===== config.mk =====
export PLATFORM = sky130hd
export DESIGN_NAME = sdma_inst_assembler
export DESIGN_NICKNAME = d
export VERILOG_FILES = /design/src/rtl/sdma_inst_assembler.sv
export SDC_FILE = /design/constraint.sdc
export NUM_CORES = 2
export LEC_CHECK = 0
export CORE_MARGIN = 10
export CORE_UTILIZATION = 59
export DETAILED_ROUTE_END_ITERATION = 10
export PLACE_DENSITY = 0.83
export SYNTH_ARGS = -nofsm -noshare
export SYNTH_HDL_FRONTEND = slang
export SYNTH_SLANG_ARGS = --single-unit

===== constraint.sdc =====
create_clock -name i_clk -period 17.9 [get_ports i_clk]
set_input_delay 1.79 -clock i_clk [delete_from_list [all_inputs] [get_ports i_clk]]
set_output_delay 1.79 -clock i_clk [all_outputs]
set_load 0.01 [all_outputs]

===== src/rtl/sdma_inst_assembler.sv =====
// Collects BEAT_W-bit beats into INST_W-bit SDMA instructions and queues them
// in a first-word-fall-through FIFO that feeds the instruction decoder.
`ifndef SDMA_INSTWIDTH
`define SDMA_INSTWIDTH 512
`endif

module sdma_inst_assembler #(
  parameter  int INST_W = `SDMA_INSTWIDTH,
  parameter  int BEAT_W = 32,
  parameter  int DEPTH  = 4,
  localparam int NBEAT  = (INST_W + BEAT_W - 1) / BEAT_W,
  localparam int CNT_W  = $clog2(DEPTH + 1)
) (
  input  logic              i_clk,
  input  logic              i_rst_n,
  input  logic              i_sia_flush,
  input  logic              i_sia_beat_vld,
  output logic              o_sia_beat_rdy,
  input  logic [BEAT_W-1:0] i_sia_beat,
  input  logic              i_sia_beat_last,
  output logic              o_sia_inst_vld,
  input  logic              i_sia_inst_rdy,
  output logic [INST_W-1:0] o_sia_inst,
  output logic [CNT_W-1:0]  o_sia_cnt,
  output logic              o_sia_err,
  output logic              o_sia_idle
);

  localparam int BC_W  = (NBEAT > 1) ? $clog2(NBEAT) : 1;
  localparam int PTR_W = (DEPTH > 1) ? $clog2(DEPTH) : 1;
  localparam logic [BC_W-1:0]  BC_LAST  = BC_W'(NBEAT - 1);
  localparam logic [PTR_W-1:0] PTR_LAST = PTR_W'(DEPTH - 1);

  typedef enum logic {S_IDLE, S_COLLECT} state_e;

  state_e            state_q, state_d;
  logic [BC_W-1:0]   bc_q, bc_d;
  logic              err_q, err_d;
  logic              rdy_en_q;
  logic [BEAT_W-1:0] slot_q [NBEAT];
  logic [INST_W-1:0] mem_q  [DEPTH];
  logic [PTR_W-1:0]  wr_ptr_q, rd_ptr_q;
  logic [CNT_W-1:0]  cnt_q;

  logic              beat_acc, push, pop;
  logic [INST_W-1:0] push_word;

  function automatic logic [PTR_W-1:0] ptr_inc(input logic [PTR_W-1:0] p);
    return (p == PTR_LAST) ? '0 : p + PTR_W'(1);
  endfunction

  // rdy_en_q holds beat_rdy low while reset is asserted and releases it one edge later.
  assign o_sia_beat_rdy = rdy_en_q && !i_sia_flush && (cnt_q < CNT_W'(DEPTH));
  assign beat_acc       = i_sia_beat_vld && o_sia_beat_rdy;
  assign o_sia_inst_vld = (cnt_q != '0);
  assign pop            = o_sia_inst_vld && i_sia_inst_rdy;
  assign o_sia_cnt      = cnt_q;
  assign o_sia_err      = err_q;
  assign o_sia_idle     = (cnt_q == '0) && (state_q == S_IDLE);
  assign o_sia_inst     = o_sia_inst_vld ? mem_q[rd_ptr_q] : '0;

  // NOTE: every always_comb output gets a default first so no path can infer a latch.
  always_comb begin
    state_d = state_q;
    bc_d    = bc_q;
    push    = 1'b0;
    err_d   = 1'b0;
    if (beat_acc) begin
      if (bc_q == BC_LAST) begin
        bc_d    = '0;
        state_d = S_IDLE;
        push    = i_sia_beat_last;
        err_d   = !i_sia_beat_last;
      end else if (i_sia_beat_last) begin
        bc_d    = '0;
        state_d = S_IDLE;
        err_d   = 1'b1;
      end else begin
        bc_d    = bc_q + BC_W'(1);
        state_d = S_COLLECT;
      end
    end
    if (i_sia_flush) begin
      bc_d    = '0;
      state_d = S_IDLE;
    end
  end

  // Final beat bypasses the slot registers; bits above INST_W are simply not mapped.
  always_comb begin
    push_word = '0;
    for (int k = 0; k < NBEAT; k++) begin
      for (int j = 0; j < BEAT_W; j++) begin
        if (k * BEAT_W + j < INST_W)
          push_word[k*BEAT_W+j] = (BC_W'(k) == bc_q) ? i_sia_beat[j] : slot_q[k][j];
      end
    end
  end

  // NOTE: sequential state uses non-blocking assignments so all flops update together.
  always_ff @(posedge i_clk or negedge i_rst_n) begin
    if (!i_rst_n) begin
      state_q  <= S_IDLE;
      bc_q     <= '0;
      err_q    <= 1'b0;
      rdy_en_q <= 1'b0;
      wr_ptr_q <= '0;
      rd_ptr_q <= '0;
      cnt_q    <= '0;
    end else begin
      state_q  <= state_d;
      bc_q     <= bc_d;
      err_q    <= err_d;
      rdy_en_q <= 1'b1;
      if (i_sia_flush) begin
        wr_ptr_q <= '0;
        rd_ptr_q <= '0;
        cnt_q    <= '0;
      end else begin
        if (push) wr_ptr_q <= ptr_inc(wr_ptr_q);
        if (pop)  rd_ptr_q <= ptr_inc(rd_ptr_q);
        case ({push, pop})
          2'b10:   cnt_q <= cnt_q + CNT_W'(1);
          2'b01:   cnt_q <= cnt_q - CNT_W'(1);
          default: cnt_q <= cnt_q;
        endcase
      end
    end
  end

  // NOTE: data storage is not reset; occupancy and the gated output make stale contents invisible.
  always_ff @(posedge i_clk) begin
    if (beat_acc) slot_q[bc_q] <= i_sia_beat;
    if (push)     mem_q[wr_ptr_q] <= push_word;
  end

endmodule


# Yosys cells after proc, flatten, opt, wreduce, memory -nomap -nowiden
# Memory sizes are Yosys's and may differ from the RTL's.
# Index checks and enable logic that the tools add are counted.
[word_totals]
ff_bits = 14
inputBits = 38
ramBits = 2560
mem_count = 2
elab_cells = 588
[classes]
addsub = 5
magnitude_cmp = 1
mux = 538
bitwise_logic = 1
n_reduce_logical = 14
n_eq_ne = 20
[memory_table]
columns = ["name", "depth", "width", "read_ports", "rd_clocked_by_memory_dff", "write_ports", "line", "text"]
rows = [
  ["mem_q", 4, 512, 1, 0, 1, "41", "logic [INST_W-1:0] mem_q [DEPTH];"],
  ["slot_q", 16, 32, 16, 0, 1, "40", "logic [BEAT_W-1:0] slot_q [NBEAT];"],
]
[op_table]
columns = ["op", "n"]
rows = [
  ["$mux 1", 525],
  ["$mux 512", 1],
  ["$eq 4x4->1 const A", 8],
  ["$eq 3x4->1 const A", 4],
  ["$mux 4", 4],
  ["$mux 2", 6],
  ["$eq 2x4->1 const A", 2],
  ["$eq 2x2->1 const B", 3],
  ["$pmux 3 s2", 1],
  ["$reduce_bool 2->1", 3],
  ["$reduce_bool 3->1", 2],
  ["$logic_and 1x1->1", 5],
  ["$add 2x1->2 const B", 2],
  ["$add 4x1->4 const B", 1],
  ["$eq 1x4->1 const A", 1],
  ["$eq 4x4->1 const B", 1],
  ["$logic_not 4->1", 1],
  ["$add 3x1->3 const B", 1],
  ["$logic_not 3->1", 1],
  ["$lt 3x3->1 const B", 1],
  ["$mux 3", 1],
  ["$sub 3x1->3 const B", 1],
  ["$eq 2x1->1 const B", 1],
  ["$logic_not 1->1", 2],
  ["$not 1->1", 1],
]

# Depth between registers and ports, before layout
[logic_depth]
word_depth = 8
ltp_mapped = 10
mapped_depth_nobuf = 8

# Least setup slack after synthesis
# Ideal clock, no wire load.
[synth_timing]
path_kind = "in2reg"
startpoint = "in i_sia_flush"
endpoint = "mem mem_q[1][0] (netlist bit), enable pin"
arrival_ps = 14165
setup_ps = 947
stages = 4
setup_slack_ps = 2788
cell_sequence = "buf_6 > and4bb_2 > clkbuf_1 > and3_1"
[synth_via]
elab_chain_cells = 7
[synth_lines]
columns = ["item", "line", "text"]
rows = [
  ["start, declared", "16", "input logic i_sia_flush,"],
  ["$logic_not 1->1", "53", "assign o_sia_beat_rdy = rdy_en_q && !i_sia_flush && (cnt_q < CNT_W'(DEPTH));"],
  ["$logic_and 1x1->1 (2 in a row)", "53", ""],
  ["$logic_and 1x1->1", "54", "assign beat_acc = i_sia_beat_vld && o_sia_beat_rdy;"],
  ["$mux 1", "68", "if (beat_acc) begin"],
  ["$mux 1", "134", "if (push) mem_q[wr_ptr_q] <= push_word;"],
  ["$mux 1 (not written as such)", "134", ""],
  ["end, declared", "41", ""],
]
# No other way between the ends.

# Worst setup path in the final report
[layout_timing]
startpoint = "reg rd_ptr_q[1]"
endpoint = "out o_sia_inst[205]"
[layout_via]
elab_chain_cells = 2
[layout_lines]
columns = ["item", "line", "text"]
rows = [
  ["start, declared", "42", "logic [PTR_W-1:0] wr_ptr_q, rd_ptr_q;"],
  ["start signal, assigned", "121", "if (pop) rd_ptr_q <= ptr_inc(rd_ptr_q);"],
  ["$mem_v2 4x512", "-", ""],
  ["$mux 512", "60", "assign o_sia_inst = o_sia_inst_vld ? mem_q[rd_ptr_q] : '0;"],
  ["end, declared", "23", "output logic [INST_W-1:0] o_sia_inst,"],
]
# No other way between the ends.

==> results.json <==
{
  "die_area_um2": 186200,
  "synth-seq-cells": 2574,
  "post_drt_wl_per_cell_um": 32.63,
  "synthArstFlopShare_pct": 0.5439,
  "p_per_area_nw_per_um2": 119.8,
  "ys.flop_type": "edfxtp_1",
  "finalSetupViolCount": 0,
  "cts.reportedPaths.clkPinSlew_ns": 0.06,
  "grt_max_degree": 225,
  "synth_cell_types": 37,
  "numCtsBuffers": 231,
  "ant_nets": 0,
  "wirelength_um": 246900,
  "syn_avg_cell_area_um2": 21.94,
  "crit_fanout": 68,
  "rsz0062_at_grt": "false",
  "setup_tns_ns": 0,
  "grt_pass1_vias": 49898,
  "p_leak_nw": 35.86,
  "status": "finished, final reports clean",
  "utilization_pct": 68.56,
  "tritoncts": "yes",
  "clkSinkCount": 2574,
  "syn_nets": 4602,
  "vias": 48783,
  "tightest_slew_ns": 1.357,
  "drive_above_1_share_pct": 19.31,
  "fin_skew_ns": 0.06722,
  "grt_pass1_wl_um": 354400,
  "row_count": 150,
  "antenna_found_initial": 20,
  "gp_congestion": 0.7725,
  "ioPinCount": 557,
  "cts_max_level": 4,
  "syn_inst": 4552,
  "drc_errors": 0,
  "cp.required_ns": 16.11,
  "cap_viol_max_count": 0,
  "irDropWorstVdd_uv": 128.5,
  "clkLatencyLatePin_ns": 0.86,
  "crit_path_start_kind": "register",
  "hold_viol_final": 0,
  "clockRootBuffer": "clkbuf_16",
  "grt.total_usage_pct": 26.12,
  "coreArea_um2": 167800,
  "fin_area_um2": 115000,
  "cts_resized": 0,
  "slew_headroom_pct": 9.341,
  "viasPerCell": 6.449,
  "start_util_pct": 59.53,
  "critPathArrivalTime_ns": 6.40,
  "place_area_um2": 107500,
  "cts_setup_buffers": 0,
  "syn_area_um2": 99880,
  "drt_iter0_drc": 7477,
  "hp-class": "register to register",
  "first_pass_iters": 5,
  "crit_type": "register to primary output",
  "gr-total-overflow": 0,
  "period_share_pct": 45.74,
  "area_growth_pct": 15.17,
  "die_x_um": 431.5,
  "postCtsHoldBufs": 0,
  "yosys_warnings": 0,
  "maxSlewViolCount": 0,
  "synth-edff-count": 2560,
  "worstSetupEndpointType": "primary output",
  "period_minus_slack_ns": 8.187,
  "synth-seq-area-share_pct": 77.31,
  "nets": 5209,
  "whs_ns": 0.5494,
  "clk_path_buf_depth": 3,
  "dieHeight_um": 431.5,
  "port_buffers": 556,
  "timing.fmax_ghz": 0.1221,
  "dpl.hpwl_um": 128900
}
[through the flow]
step	power, mW	setup WS [ns]	cells
2_1_floorplan	7.860	2.788	4552
3_3_place_gp	9.018	10.67	7130
3_5_place_dp	9.033	10.61	7130
4_1_cts	13.86	9.654	7563
5_1_grt	14.15	9.296	7563
6_report	13.78	9.713	7565
[routing by layer]
metal | up-vias | routed length, um | share of wire (%) | global-route usage [%]
met2 | 3173 | 122400 | 50 | 42.62
met4 | 0 | 11670 | 4.7 | 10.93
met5 | - | 0 | 0 | 0
met3 | 490 | 24610 | 10 | 4.522
li1 | 19606 | - | - | -
met1 | 25514 | 88200 | 36 | 35.24
[cell usage after synthesis, types with 8 or more instances]
cell | count | share of area, %
mux2_1 | 452 | 5.1
nand2_2 | 8 | 0.050
buf_4 | 65 | 0.49
ha_1 | 11 | 0.14
nor2_1 | 15 | 0.056
clkbuf_1 | 103 | 0.39
a21oi_1 | 8 | 0.040
mux2_2 | 29 | 0.33
buf_2 | 86 | 0.43
edfxtp_1 | 2560 | 77
and3_1 | 9 | 0.056
buf_6 | 13 | 0.15
and2_1 | 518 | 3.2
mux4_2 | 512 | 12
nand2_1 | 105 | 0.39
dfrtp_1 | 14 | 0.35
[logic make-up (layout without fill, tap and decap cells)]
logic type,count (synthesis),after routing,synth area share [%]
buffers and inverters,275,1082,1.483
multiplexers,994,994,16.98
flip-flops,2574,2574,77.31
other,1,3,0.003754
AO/OA/AOI/OAI,15,15,0.09395
AND/OR/NAND/NOR,681,681,3.971
adder cells (fa/ha/maj),12,12,0.1578
[area by class of cell]
type | instances | area (um2)
sequential | 2574 | 77230
inverter | 7 | 26.28
antenna | 2 | 5.005
multi-input combinational | 1703 | 21320
clock inverter | 153 | 1501
timing repair buffer | 642 | 6188
tap | 2204 | 2758
fill | 9709 | 52750
clock buffer | 280 | 6007
[cell usage in the layout (no fill, tap or decap), types with 4 or more instances in the layout]
| master | instances |
|---|---|
| a21oi_1 | 8 |
| and2_1 | 515 |
| and3_2 | 4 |
| and3_4 | 4 |
| buf_12 | 11 |
| buf_2 | 32 |
| buf_4 | 75 |
| bufinv_16 | 22 |
| clkbuf_1 | 47 |
| clkbuf_16 | 233 |
| clkdlybuf4s50_1 | 524 |
| clkinv_1 | 53 |
| clkinv_16 | 6 |
| clkinv_2 | 54 |
| clkinv_8 | 4 |
| clkinvlp_4 | 8 |
| dfrtp_1 | 12 |
| edfxtp_1 | 2560 |
| ha_1 | 11 |
| inv_1 | 6 |
| inv_6 | 4 |
| mux2_1 | 452 |
| mux2_2 | 29 |
| mux4_2 | 512 |
| nand2_1 | 105 |
| nand2_2 | 8 |
| nor2_4 | 10 |
| nor2b_1 | 5 |
[power by group]
group | switching (mW) | internal (mW) | total [mW]
Combinational | 1.18 | 1.14 | 2.32
Clock | 2.17 | 2.71 | 4.89
Sequential | 0.0153 | 6.56 | 6.57
[registers in the layout, summed over array words and instances (netlist names)]
signal     cells
mem_q       2048
slot_q       512
bc_q           4
o_sia_cnt      3
rd_ptr_q       2
wr_ptr_q       2
o_sia_err      1
rdy_en_q       1
state_q        1
[critical path, cell delays in order, from the launching register on]
cell and delay [ns]:
dfrtp_4 0.80, buf_4 0.83, buf_4 0.91, buf_4 0.91, buf_4 0.71, mux4_2 0.42, and2_1 0.21, clkdlybuf4s50_1 0.50
[final timing paths]
path	depth (start not counted)	slack (ns)	to	start
setup / recovery	7	9.71	o_sia_inst[205]	rd_ptr_q[1]
hold / removal	2	0.55	state_q	state_q
setup reg to reg	7	12.62	mem_q[0][260]	bc_q[0]
hold reg to reg	2	0.55	state_q	state_q
max in group asynchronous	1	15.91	rd_ptr_q[0]	i_rst_n
min in group asynchronous	1	1.40	o_sia_err	i_rst_n
No activity file was read; power rests on OpenSTA's default activity.
